==> config.mk <==
export PLATFORM = sky130hd
export DESIGN_NAME = uart_tx_engine
export DESIGN_NICKNAME = d
export VERILOG_FILES = /design/src/rtl/uart_pkg.sv /design/src/rtl/uart_bit_timer.sv /design/src/rtl/uart_tx_engine.sv
export SDC_FILE = /design/constraint.sdc
export NUM_CORES = 1
export LEC_CHECK = 0
export CORE_MARGIN = 3
export CORE_UTILIZATION = 57
export CTS_CLUSTER_DIAMETER = 150
export DETAILED_ROUTE_END_ITERATION = 8
export HOLD_SLACK_MARGIN = 0.06
export PLACE_DENSITY = 0.92
export SLEW_MARGIN = 0
export SYNTH_ARGS = -nofsm -noshare
export SYNTH_HDL_FRONTEND = slang
export SYNTH_SLANG_ARGS = --single-unit
export TNS_END_PERCENT = 30
==> constraint.sdc <==
create_clock -name clk -period 3.55 [get_ports clk]
set_input_delay 0.71 -clock clk [delete_from_list [all_inputs] [get_ports clk]]
set_output_delay 0.71 -clock clk [all_outputs]
set_load 0.01 [all_outputs]
==> src/rtl/uart_pkg.sv <==
// Shared UART types and constants: FSM states, LCR word-length codes and
// stop-bit durations, plus helpers for data masking and parity generation.
package uart_pkg;

   localparam int DEFAULT_OVERSAMPLE = 16;

   // Stop durations in baud ticks at the default oversampling rate
   localparam int STOP_TICKS_1   = 16;
   localparam int STOP_TICKS_1P5 = 24;
   localparam int STOP_TICKS_2   = 32;

   typedef enum logic [2:0] {
      IDLE,
      START,
      DATA,
      PARITY,
      STOP
   } txState_e;

   typedef enum logic [1:0] {
      WL5 = 2'b00,
      WL6 = 2'b01,
      WL7 = 2'b10,
      WL8 = 2'b11
   } wordLen_e;

   typedef struct packed {
      wordLen_e wordLen;
      logic     stopBits;
      logic     parityEn;
   } txCfg_t;

   function automatic logic [7:0] dataMask(input wordLen_e wl);
      logic [7:0] mask;
      case (wl)
         WL5:     mask = 8'h1F;
         WL6:     mask = 8'h3F;
         WL7:     mask = 8'h7F;
         default: mask = 8'hFF;
      endcase
      return mask;
   endfunction

   // Even parity drives the XOR of the data bits; odd inverts it; stick
   // parity ignores the data and sends the complement of the even select.
   function automatic logic calcParity(input logic [7:0] data,
                                       input wordLen_e   wl,
                                       input logic       evenSel,
                                       input logic       stickSel);
      logic p;
      p = ^(data & dataMask(wl));
      if (stickSel) begin
         return ~evenSel;
      end
      return evenSel ? p : ~p;
   endfunction

endpackage

==> src/rtl/uart_bit_timer.sv <==
// Counts baud ticks from a cleared start and flags the tick that completes
// a bit period of (lastCount_i + 1) ticks; the counter wraps on that tick.
module uart_bit_timer #(
   parameter int WIDTH = 5
) (
   input  logic             clk,
   input  logic             reset_n,
   input  logic             clear_i,
   input  logic             tick_i,
   input  logic [WIDTH-1:0] lastCount_i,
   output logic             bitDone_o
);

   logic [WIDTH-1:0] countQ;
   logic [WIDTH-1:0] countD;

   assign bitDone_o = tick_i & ~clear_i & (countQ == lastCount_i);

   always_comb begin
      countD = countQ;
      if (clear_i) begin
         countD = '0;
      end else if (tick_i) begin
         countD = bitDone_o ? '0 : countQ + WIDTH'(1);
      end
   end

   always_ff @(posedge clk or negedge reset_n) begin
      if (!reset_n) begin
         countQ <= '0;
      end else begin
         countQ <= countD;
      end
   end

endmodule

==> src/rtl/uart_tx_engine.sv <==
// UART transmit serializer: pops bytes from the TX FIFO and shifts out
// start, 5-8 data bits LSB first, optional parity and 1/1.5/2 stop bits.
module uart_tx_engine
   import uart_pkg::*;
#(
   parameter int OVERSAMPLE = DEFAULT_OVERSAMPLE
) (
   input  logic       clk,
   input  logic       reset_n,
   input  logic       baud_tick,
   input  logic [1:0] word_len,
   input  logic       stop_bits,
   input  logic       parity_en,
   input  logic       even_parity,
   input  logic       stick_parity,
   input  logic       break_ctrl,
   input  logic [7:0] tx_data_in,
   input  logic       txff_empty,
   output logic       tx_rd,
   output logic       txd,
   output logic       tx_busy,
   output logic       tsr_empty
);

   localparam int CNT_W     = $clog2(OVERSAMPLE) + 1;
   localparam int TICKS_1   = STOP_TICKS_1   * OVERSAMPLE / DEFAULT_OVERSAMPLE;
   localparam int TICKS_1P5 = STOP_TICKS_1P5 * OVERSAMPLE / DEFAULT_OVERSAMPLE;
   localparam int TICKS_2   = STOP_TICKS_2   * OVERSAMPLE / DEFAULT_OVERSAMPLE;

   localparam logic [CNT_W-1:0] LAST_BIT_TICK = CNT_W'(OVERSAMPLE - 1);
   localparam logic [CNT_W-1:0] LAST_STOP_1   = CNT_W'(TICKS_1 - 1);
   localparam logic [CNT_W-1:0] LAST_STOP_1P5 = CNT_W'(TICKS_1P5 - 1);
   localparam logic [CNT_W-1:0] LAST_STOP_2   = CNT_W'(TICKS_2 - 1);

   txState_e   stateQ, stateD;
   logic [7:0] shiftQ, shiftD;
   logic [2:0] bitCntQ, bitCntD;
   txCfg_t     cfgQ, cfgD;
   logic       parityQ, parityD;
   logic       txdQ, txdD;
   logic       busyQ;
   logic       tsrEmptyQ;

   logic             popReq;
   logic             bitDone;
   logic             timerClear;
   logic [CNT_W-1:0] lastCount;
   logic [2:0]       lastDataBit;

   assign lastDataBit = 3'd4 + {1'b0, cfgQ.wordLen};
   assign timerClear  = (stateQ == IDLE);

   // Only the stop period varies in length; 1.5 stop exists only for 5-bit words
   always_comb begin
      lastCount = LAST_BIT_TICK;
      if (stateQ == STOP) begin
         if (!cfgQ.stopBits) begin
            lastCount = LAST_STOP_1;
         end else if (cfgQ.wordLen == WL5) begin
            lastCount = LAST_STOP_1P5;
         end else begin
            lastCount = LAST_STOP_2;
         end
      end
   end

   uart_bit_timer #(
      .WIDTH (CNT_W)
   ) u_bitTimer (
      .clk         (clk),
      .reset_n     (reset_n),
      .clear_i     (timerClear),
      .tick_i      (baud_tick),
      .lastCount_i (lastCount),
      .bitDone_o   (bitDone)
   );

   always_comb begin
      stateD  = stateQ;
      shiftD  = shiftQ;
      bitCntD = bitCntQ;
      cfgD    = cfgQ;
      parityD = parityQ;
      popReq  = 1'b0;

      case (stateQ)
         IDLE: begin
            popReq = ~txff_empty;
         end
         START: begin
            if (bitDone) begin
               stateD = DATA;
            end
         end
         DATA: begin
            if (bitDone) begin
               shiftD  = {1'b0, shiftQ[7:1]};
               bitCntD = bitCntQ + 3'd1;
               if (bitCntQ == lastDataBit) begin
                  bitCntD = '0;
                  stateD  = cfgQ.parityEn ? PARITY : STOP;
               end
            end
         end
         PARITY: begin
            if (bitDone) begin
               stateD = STOP;
            end
         end
         STOP: begin
            if (bitDone) begin
               popReq = ~txff_empty;
               stateD = IDLE;
            end
         end
         default: begin
            stateD = IDLE;
         end
      endcase

      // A pop always starts a new frame, whether from IDLE or back-to-back from STOP
      if (popReq) begin
         stateD  = START;
         bitCntD = '0;
         shiftD  = tx_data_in;
         cfgD    = '{wordLen: wordLen_e'(word_len), stopBits: stop_bits, parityEn: parity_en};
         parityD = calcParity(tx_data_in, wordLen_e'(word_len), even_parity, stick_parity);
      end

      case (stateD)
         START:   txdD = 1'b0;
         DATA:    txdD = shiftD[0];
         PARITY:  txdD = parityD;
         default: txdD = 1'b1;
      endcase
   end

   always_ff @(posedge clk or negedge reset_n) begin
      if (!reset_n) begin
         stateQ    <= IDLE;
         shiftQ    <= '0;
         bitCntQ   <= '0;
         cfgQ      <= '0;
         parityQ   <= 1'b0;
         txdQ      <= 1'b1;
         busyQ     <= 1'b0;
         tsrEmptyQ <= 1'b1;
      end else begin
         stateQ    <= stateD;
         shiftQ    <= shiftD;
         bitCntQ   <= bitCntD;
         cfgQ      <= cfgD;
         parityQ   <= parityD;
         txdQ      <= txdD;
         busyQ     <= (stateD != IDLE);
         tsrEmptyQ <= (stateD == IDLE) & txff_empty;
      end
   end

   // Gating with reset_n keeps the FIFO untouched while the engine is held in reset
   assign tx_rd     = popReq & reset_n;
   assign txd       = txdQ & ~break_ctrl;
   assign tx_busy   = busyQ;
   assign tsr_empty = tsrEmptyQ;

endmodule

=== Yosys cells after proc, flatten, opt, wreduce, memory -nomap -nowiden ===
Index checks and enable logic that the tools add are counted.

* ROM bits: 0
* Register bits: 27
* Memory bits (writable): 0
* Memories kept: 0
* Bits of input ports: 19
* Latch bits: 0

* $lt $le $gt $ge: 0
* Equal/unequal tests: 11
* Multiplexer cells: 32
* Divide/modulo/power cells: 0
* Reductions and logical operators: 10
* Multiply operators: 0
* $add $sub $neg: 3
* Shift-type cells: 0
* Bitwise logic cells: 11

{| class="wikitable"
|+ Operators by type and width
! kind !! count
|-
| $mux 3 || 11
|-
| $mux 8 || 4
|-
| $mux 5 || 5
|-
| $pmux 8 s3 || 1
|-
| $pmux 3 s5 || 1
|-
| $eq 3x2->1 const B || 4
|-
| $and 8x8->8 || 1
|-
| $reduce_xor 8->1 || 1
|-
| $mux 1 || 7
|-
| $eq 3x1->1 const B || 2
|-
| $logic_not 3->1 || 2
|-
| $reduce_bool 2->1 || 3
|-
| $add 5x1->5 const B || 1
|-
| $and 1x1->1 || 5
|-
| $eq 5x5->1 || 1
|-
| $not 1->1 || 5
|-
| $logic_not 2->1 || 2
|-
| $mux 4 || 1
|-
| $add 3x1->3 const B || 1
|-
| $add 3x2->3 const A || 1
|-
| $eq 3x3->1 || 1
|-
| $eq 3x3->1 const B || 1
|-
| $pmux 1 s3 || 1
|-
| $reduce_bool 3->1 || 1
|-
| 4 further kinds || 4
|}

=== Longest topological paths before layout ===
Gate-level depths: netlist (run 1).

* Depth in word-level cells: 16
* Gate-level depth with buffers: 9
* Mapped depth without buffers: 7

=== Modules after synthesis ===
A second synthesis (run 1) with hierarchy kept.

* Cell total of the unflattened synthesis: 159
* Area total of the unflattened synthesis: 1554.0 sq um

{| class="wikitable"
|+ By module, submodules not included
! module !! sequential area each (sq um) !! times used !! cells an instance !! area an instance (sq um)
|-
| uart_tx_engine || 553.0 || 1 || 119 || 1176.1
|-
| uart_bit_timer || 125.1 || 1 || 40 || 377.9
|}

=== Least setup slack after synthesis (run 1) ===
Ideal clock, no wire load.

* Path type: in2out
* Start point: input baud_tick
* End point: output tx_rd
* Path buffers: 2
* Setup slack: 807 ps
* Arrival time: 2033 ps
* Stages: 7
* Path through: nand3_1 nand2b_1 a21o_4 a2111oi_4 buf_6 buf_6 and2_1

* Cells in the longest elaborated chain, start to end: 5

{| class="wikitable"
|+ RTL lines
! item !! RTL line !! text
|-
| start, declared || uart_tx_engine.sv:10 || <nowiki>input logic baud_tick,</nowiki>
|-
| $and 1x1->1 (2 in series) || uart_bit_timer.sv:17 || <nowiki>assign bitDone_o = tick_i & ~clear_i & (countQ == lastCount_i);</nowiki>
|-
| $mux 1 || uart_tx_engine.sv:111 || <nowiki>if (bitDone) begin</nowiki>
|-
| $pmux 1 s2 || uart_tx_engine.sv:86 || <nowiki>case (stateQ)</nowiki>
|-
| $and 1x1->1 || uart_tx_engine.sv:161 || <nowiki>assign tx_rd = popReq & reset_n;</nowiki>
|-
| end, declared || uart_tx_engine.sv:19 || <nowiki>output logic tx_rd,</nowiki>
|}

Every way passes these cells.

=== Worst setup path in the final report (run 1) ===
Ends and elaborated chain as after synthesis.

==> reports/metrics.csv, run 1 <==
metric;value;unit
ys flop type;dfrtp_1;
slowest cell on the critical path;clkdlybuf4s50_1;
full die area;3340;um^2
Clock Tree Buf Depth;2;
TritonCTS clock tree;built;
HPWL after detailed placement;2510;um
# diodes;0;
Antenna Nets Post-Route;0;
antenna violations before repair;0;
YS warnings;0;
Hold Path Class;reg -> reg;
worst path arrival time;2.38;ns
Area Growth Syn to Fin;19.1;%
Avg Vias per Cell;6.18;
largest net degree at the start of global routing;28;
most frequent cells in the layout;23 x dfrtp_1, 21 x clkdlybuf4s50_1, 12 x nand2_1;
slew of the pin with the lowest slew margin;0.485;ns
Synth async-reset ratio;100;%
Reg clk slew, reported paths;0.15;ns
Core Area;2520;um^2
Leak Pwr;0.815;nW
Port Buffers;22;
synthesis-stage register bit count;27;
CTS Buf Count;3;
Slew Viols, Final;0;
Final Hold Fails;0;
Die Y;57.8;um
Slew HR;67.4;%
# H-tree levels;1;
crit end category;primary output;
Worst Reg2Reg Path Length in Cells;7;
Final Cell Area;1820;um^2
Root Driver;clkbuf_4;
syn_area_per_cell;10.3;um^2
Critical Path, Cell by Cell;clkdlybuf4s50_1 > nand3_1 > nand2b_1 > a21o_4 > a2111oi_4 > and2_4 > dlymetal6s2s_1;
layout cell share with drive strength beyond 1;11.9;%
Post-Syn Area;1530;um^2
clk_lat worst skew;0.33;ns
final WL;3430;um
outcome;completed;
vias in the first global route;1341;
Fin Clk Skew;0.00545;ns
Hold Path Stages;1;
Critical Path RT;2.84;ns
Die X;57.8;um
CP Class;in -> out;
number of iterations in the first detailed-routing pass;4;
EDFF count, synth;0;
period utilization;87.2;%
GP Congestion;0.946;
Clock Sink Count;27;
min cycle time layout;3.09;ns
Slowest Stage Delay on Critical Path;0.48;ns
DRC;0;
Tot Pwr;0.00108;W
row count;18;
RSZ-0062 raised after global routing;no;
Starting DRT DRC Count;44;
global-route wire length before repair;5800;um
commonest non-fill, non-tap cell in the layout;dfrtp_1;
Fmax achieved;0.323;GHz
Power Density;593;nW/um^2
Avg WL per Cell;16.6;um
Hold Path Origin;shiftQ[6]$_DFFE_PN0P_;
Tot GR Track Use;22.2;%
Seq/Total Area, Yosys;44.4;%
FF-to-FF End;cfgQ[3]$_DFFE_PN0P_;
Reg2Reg Setup Slack;1.01;ns
total number of vias;1274;
Starting Density;60.6;%
Post-Syn Nets;170;
Layout Nets;198;
TNS Setup;0;ns
Synth Instances;149;
io pins;23;
FF-to-FF Start;stateQ[1]$_DFF_PN0_;
worst vdd rail ir drop;414;uV
max-cap violations;0;
total gr overflow;0;
synth unique cells;43;
Final setup viols;0;
dpl cell area;1780;um^2
type of origin of the critical path;input port;
WHS Endpoint;shiftQ[6]$_DFFE_PN0P_;
crit-path max FO;6;
[report_power, final]
group | total (W) | internal (W) | switching [W]
clock | 0.000139 | 0.0000424 | 0.0000966
combinational | 0.000392 | 0.000201 | 0.000192
sequential | 0.000547 | 0.000429 | 0.000118
[what timing repair did]
| action | in CTS | in global routing |
|---|---|---|
| resized for setup | 0 | 4 |
| hold buffers | 0 | 0 |
| buffers inserted | 0 | 1 |
| setup endpoints to repair | 0 | 1 |
[final cells by class]
type / instances / area (um^2)
inverters: 5 / 18.8
multi-input cells: 112 / 787
clock buffers: 3 / 22.5
fillers: 189 / 703
clock inverters: 1 / 5.00
repair buffers: 28 / 268
flip-flops and latches: 27 / 681
well taps: 30 / 37.5
[per-stage QoR]
| stage | utilization [%] | std cells | hold WS (ns) | worst slack, ns |
|---|---|---|---|---|
| floorplan | - | 149 | 0.414 | 0.807 |
| detailed placement | 70.4 | 201 | 0.467 | 0.0524 |
| global placement | 70.4 | 201 | 0.461 | 0.114 |
| finish | 72.1 | 206 | 0.499 | 0.456 |
| CTS | 71.5 | 205 | 0.501 | 0.0391 |
| global route | 72.1 | 206 | 0.534 | 0.326 |
[synth_stat cells, drive strengths merged, types with 5 or more instances]
library cell	number	share of area, %
buf	5	3.0
nand2	12	2.9
mux2	5	3.7
nand3	9	2.9
xor2	5	2.9
xnor2	5	2.9
or3	5	2.0
nor2	7	1.7
dfrtp	25	41
a22o	6	3.4
nor3	7	2.3
a21o	8	4.4
o21ai	11	3.6
inv	5	1.2
a21oi	5	1.6
[sequential cells by signal (all words and copies together), names as in the netlist]
signal / count
cfgQ: 4
parityQ: 1
bitCntQ: 3
u_bitTimer.countQ: 5
txdQ: 1
tx_busy: 1
stateQ: 3
tsr_empty: 1
shiftQ: 8
[cell families after synthesis]
group,share of synthesized area (%)
simple gates,18.3
compound gates,19.2
flops,44.4
mux,5.00
buf+inv,4.26
fa+ha+maj,1.64
xor+xnor,7.21
[metal layers]
layer  track usage (%)  routed length, um
met3              3.79                173
met5                 0                  0
met1              26.0               1410
met4              9.27                 61
met2              39.8               1780
[worst max-delay path, delay by kind of cell]
kind	cells	cell delay, ns
AOI/OAI and AO/OA	2	0.56
and+or+nand+nor	3	0.48
buffers and inverters	2	0.63
[worst max path at each step]
stage,startpoint,end,depth (start not counted)
after floorplan,baud_tick,tx_rd,7
after global placement,baud_tick,tx_rd,7
after detailed placement,baud_tick,tx_rd,7
after CTS,baud_tick,tx_rd,7
after global routing,stateQ[1]$_DFF_PN0_,tx_rd,6
final,baud_tick,tx_rd,7
No activity file was read; power rests on OpenSTA's default activity.
==> run 2: changes to the inputs <==
- clock period: 3.55 -> 3.7 ns (I/O delays scaled with it)
==> reports/metrics.csv, run 2 (synthesized netlist as in run 1, its figures left out) <==
metric;value;unit;change
CP Class;in -> out;;
Power Density;569;nW/um^2;-4.0%
FF-to-FF End;cfgQ[1]$_DFFE_PN0P_;;
Port Buffers;22;;unchanged
layout cell share with drive strength beyond 1;9.20;%;-2.7 points
Leak Pwr;0.802;nW;-1.6%
crit-path max FO;6;;unchanged
Layout Nets;196;;-1.0%
io pins;23;;unchanged
Slew Viols, Final;0;;unchanged
Avg WL per Cell;15.5;um;-6.9%
Reg clk slew, reported paths;0.15;ns;about the same
DRC;0;;unchanged
full die area;3340;um^2;unchanged
crit end category;primary output;;
Area Growth Syn to Fin;17.9;%;
Starting DRT DRC Count;51;;+16%
worst vdd rail ir drop;419;uV;+1.2%
Tot Pwr;0.00103;W;-4.9%
total number of vias;1260;;-1.1%
max reg flops;8;;unchanged
commonest non-fill, non-tap cell in the layout;dfrtp_1;;
biggest registers after layout;shiftQ: 8 flops, u_bitTimer.countQ: 5 flops, cfgQ: 4 flops;;
Die Y;57.8;um;unchanged
CTS Buf Count;3;;unchanged
number of iterations in the first detailed-routing pass;4;;unchanged
CP endpoint;tx_rd;;
Post-CTS Setup Repair Bufs;0;;unchanged
row count;18;;unchanged
global-route wire length before repair;5420;um;-6.6%
Clock Tree Buf Depth;2;;unchanged
slew of the pin with the lowest slew margin;0.440;ns;-0.0449 ns
Fin Clk Skew;0.00317;ns;-0.00228 ns
Critical Path RT;2.96;ns;+0.12 ns
Antenna Nets Post-Route;0;;unchanged
period utilization;86.4;%;
TNS Setup;0;ns;unchanged
Reg2Reg Setup Slack;1.23;ns;+0.22 ns
min cycle time layout;3.20;ns;
# H-tree levels;1;;unchanged
TritonCTS clock tree;built;;
Hold Path Class;reg -> reg;;
Die X;57.8;um;unchanged
Tot GR Track Use;20.8;%;-1.4 points
most frequent cells in the layout;25 x dfrtp_1, 21 x clkdlybuf4s50_1, 12 x nand2_1;;
Core Area;2520;um^2;unchanged
Fmax achieved;0.313;GHz;
Slew HR;70.5;%;+3.0 points
Final setup viols;0;;unchanged
Worst Reg2Reg Path Length in Cells;6;;-1
Min Hold Slack;0.496;ns;-0.00321 ns
Setup crit start;baud_tick;;
worst path arrival time;2.46;ns;+0.08 ns
clk_lat worst skew;0.33;ns;about the same
total gr overflow;0;;unchanged
type of origin of the critical path;input port;;
Avg Vias per Cell;6.18;;-0.13%
FF-to-FF Start;stateQ[0]$_DFF_PN0_;;
Clock Sink Count;27;;unchanged
Starting Density;60.6;%;unchanged
Root Driver;clkbuf_4;;
final WL;3160;um;-7.8%
Post-CTS Hold Fix Bufs;0;;unchanged
largest net degree at the start of global routing;28;;unchanged
outcome;completed;;
HPWL after detailed placement;2480;um;-1.1%
antenna violations before repair;0;;unchanged
vias in the first global route;1256;;-6.3%
# diodes;0;;unchanged
max-cap violations;0;;unchanged
GP Congestion;0.911;;-3.7%
RSZ-0062 raised after global routing;no;;
Most flops, register;shiftQ;;
Final Hold Fails;0;;unchanged
[run 2: cell types whose count changed in the layout (fill, tap and decap cells not counted)]
| cell | delta |
|---|---|
| clkinvlp_4 | +1 |
| buf_4 | -2 |
| clkinv_2 | -1 |
| dfrtp_2 | -2 |
| dfrtp_1 | +2 |
| and2_1 | +1 |
| and2_4 | -1 |
[run 2: how the worst min path moves through the flow]
stage | cells after the start | slack, ns | to | from
after floorplan | 0 | 0.44 | bitCntQ[0]$_DFFE_PN0P_ | reset_n
after CTS | 1 | 0.50 | shiftQ[1]$_DFFE_PN0P_ | shiftQ[1]$_DFFE_PN0P_
final | 1 | 0.50 | shiftQ[1]$_DFFE_PN0P_ | shiftQ[1]$_DFFE_PN0P_
after global routing | 1 | 0.53 | shiftQ[1]$_DFFE_PN0P_ | shiftQ[1]$_DFFE_PN0P_
after detailed placement | 1 | 0.46 | shiftQ[1]$_DFFE_PN0P_ | shiftQ[1]$_DFFE_PN0P_
after global placement | 1 | 0.46 | shiftQ[6]$_DFFE_PN0P_ | shiftQ[6]$_DFFE_PN0P_
[run 2: repair_timing]
action,in CTS,in global routing
resized for setup,0,1
hold endpoints to repair,0,0
setup endpoints to repair,0,1
[run 2: per-layer routing]
| metal | global-route usage, % | vias to the layer above | share of wire [%] |
|---|---|---|---|
| met5 | 0 | - | 0 |
| met3 | 5.35 | 4 | 6.9 |
| met2 | 36.1 | 55 | 52 |
| li1 | - | 593 | - |
| met1 | 24.6 | 608 | 39 |
| met4 | 8.28 | 0 | 1.5 |
[run 2: per-stage QoR]
stage                     area [um^2]  setup slack (ns)  std cells  util [%]
after detailed placement         1770             0.134        200      70.1
after global placement           1770             0.159        200      70.1
after floorplan                  1530             0.897        149         -
after global routing             1800             0.363        204      71.4
final                            1800             0.504        204      71.4
after CTS                        1800             0.121        204      71.3
[run 2: cell type report]
class                           instances  area (um^2)
Tap cell                               30         37.5
Clock buffer                            3         22.5
Inverter                                5         18.8
Timing Repair Buffer                   26          253
Multi-Input combinational cell        112          785
Clock inverter                          1         7.51
Sequential cell                        27          678
Fill cell                             189          721
[run 2: power by group]
part           switching [W]  leakage, nW  internal, W  total [W]
combinational       0.000175        0.456     0.000191   0.000366
sequential          0.000116        0.332     0.000410   0.000527
clock              0.0000916       0.0139    0.0000414   0.000133
[run 2: worst max-delay path, stage by stage]
cell	delay, ns
clkdlybuf4s50_1	0.52
nand3_1	0.10
nand2b_1	0.19
a21o_4	0.23
a2111oi_4	0.35
and2_1	0.17
dlymetal6s2s_1	0.16
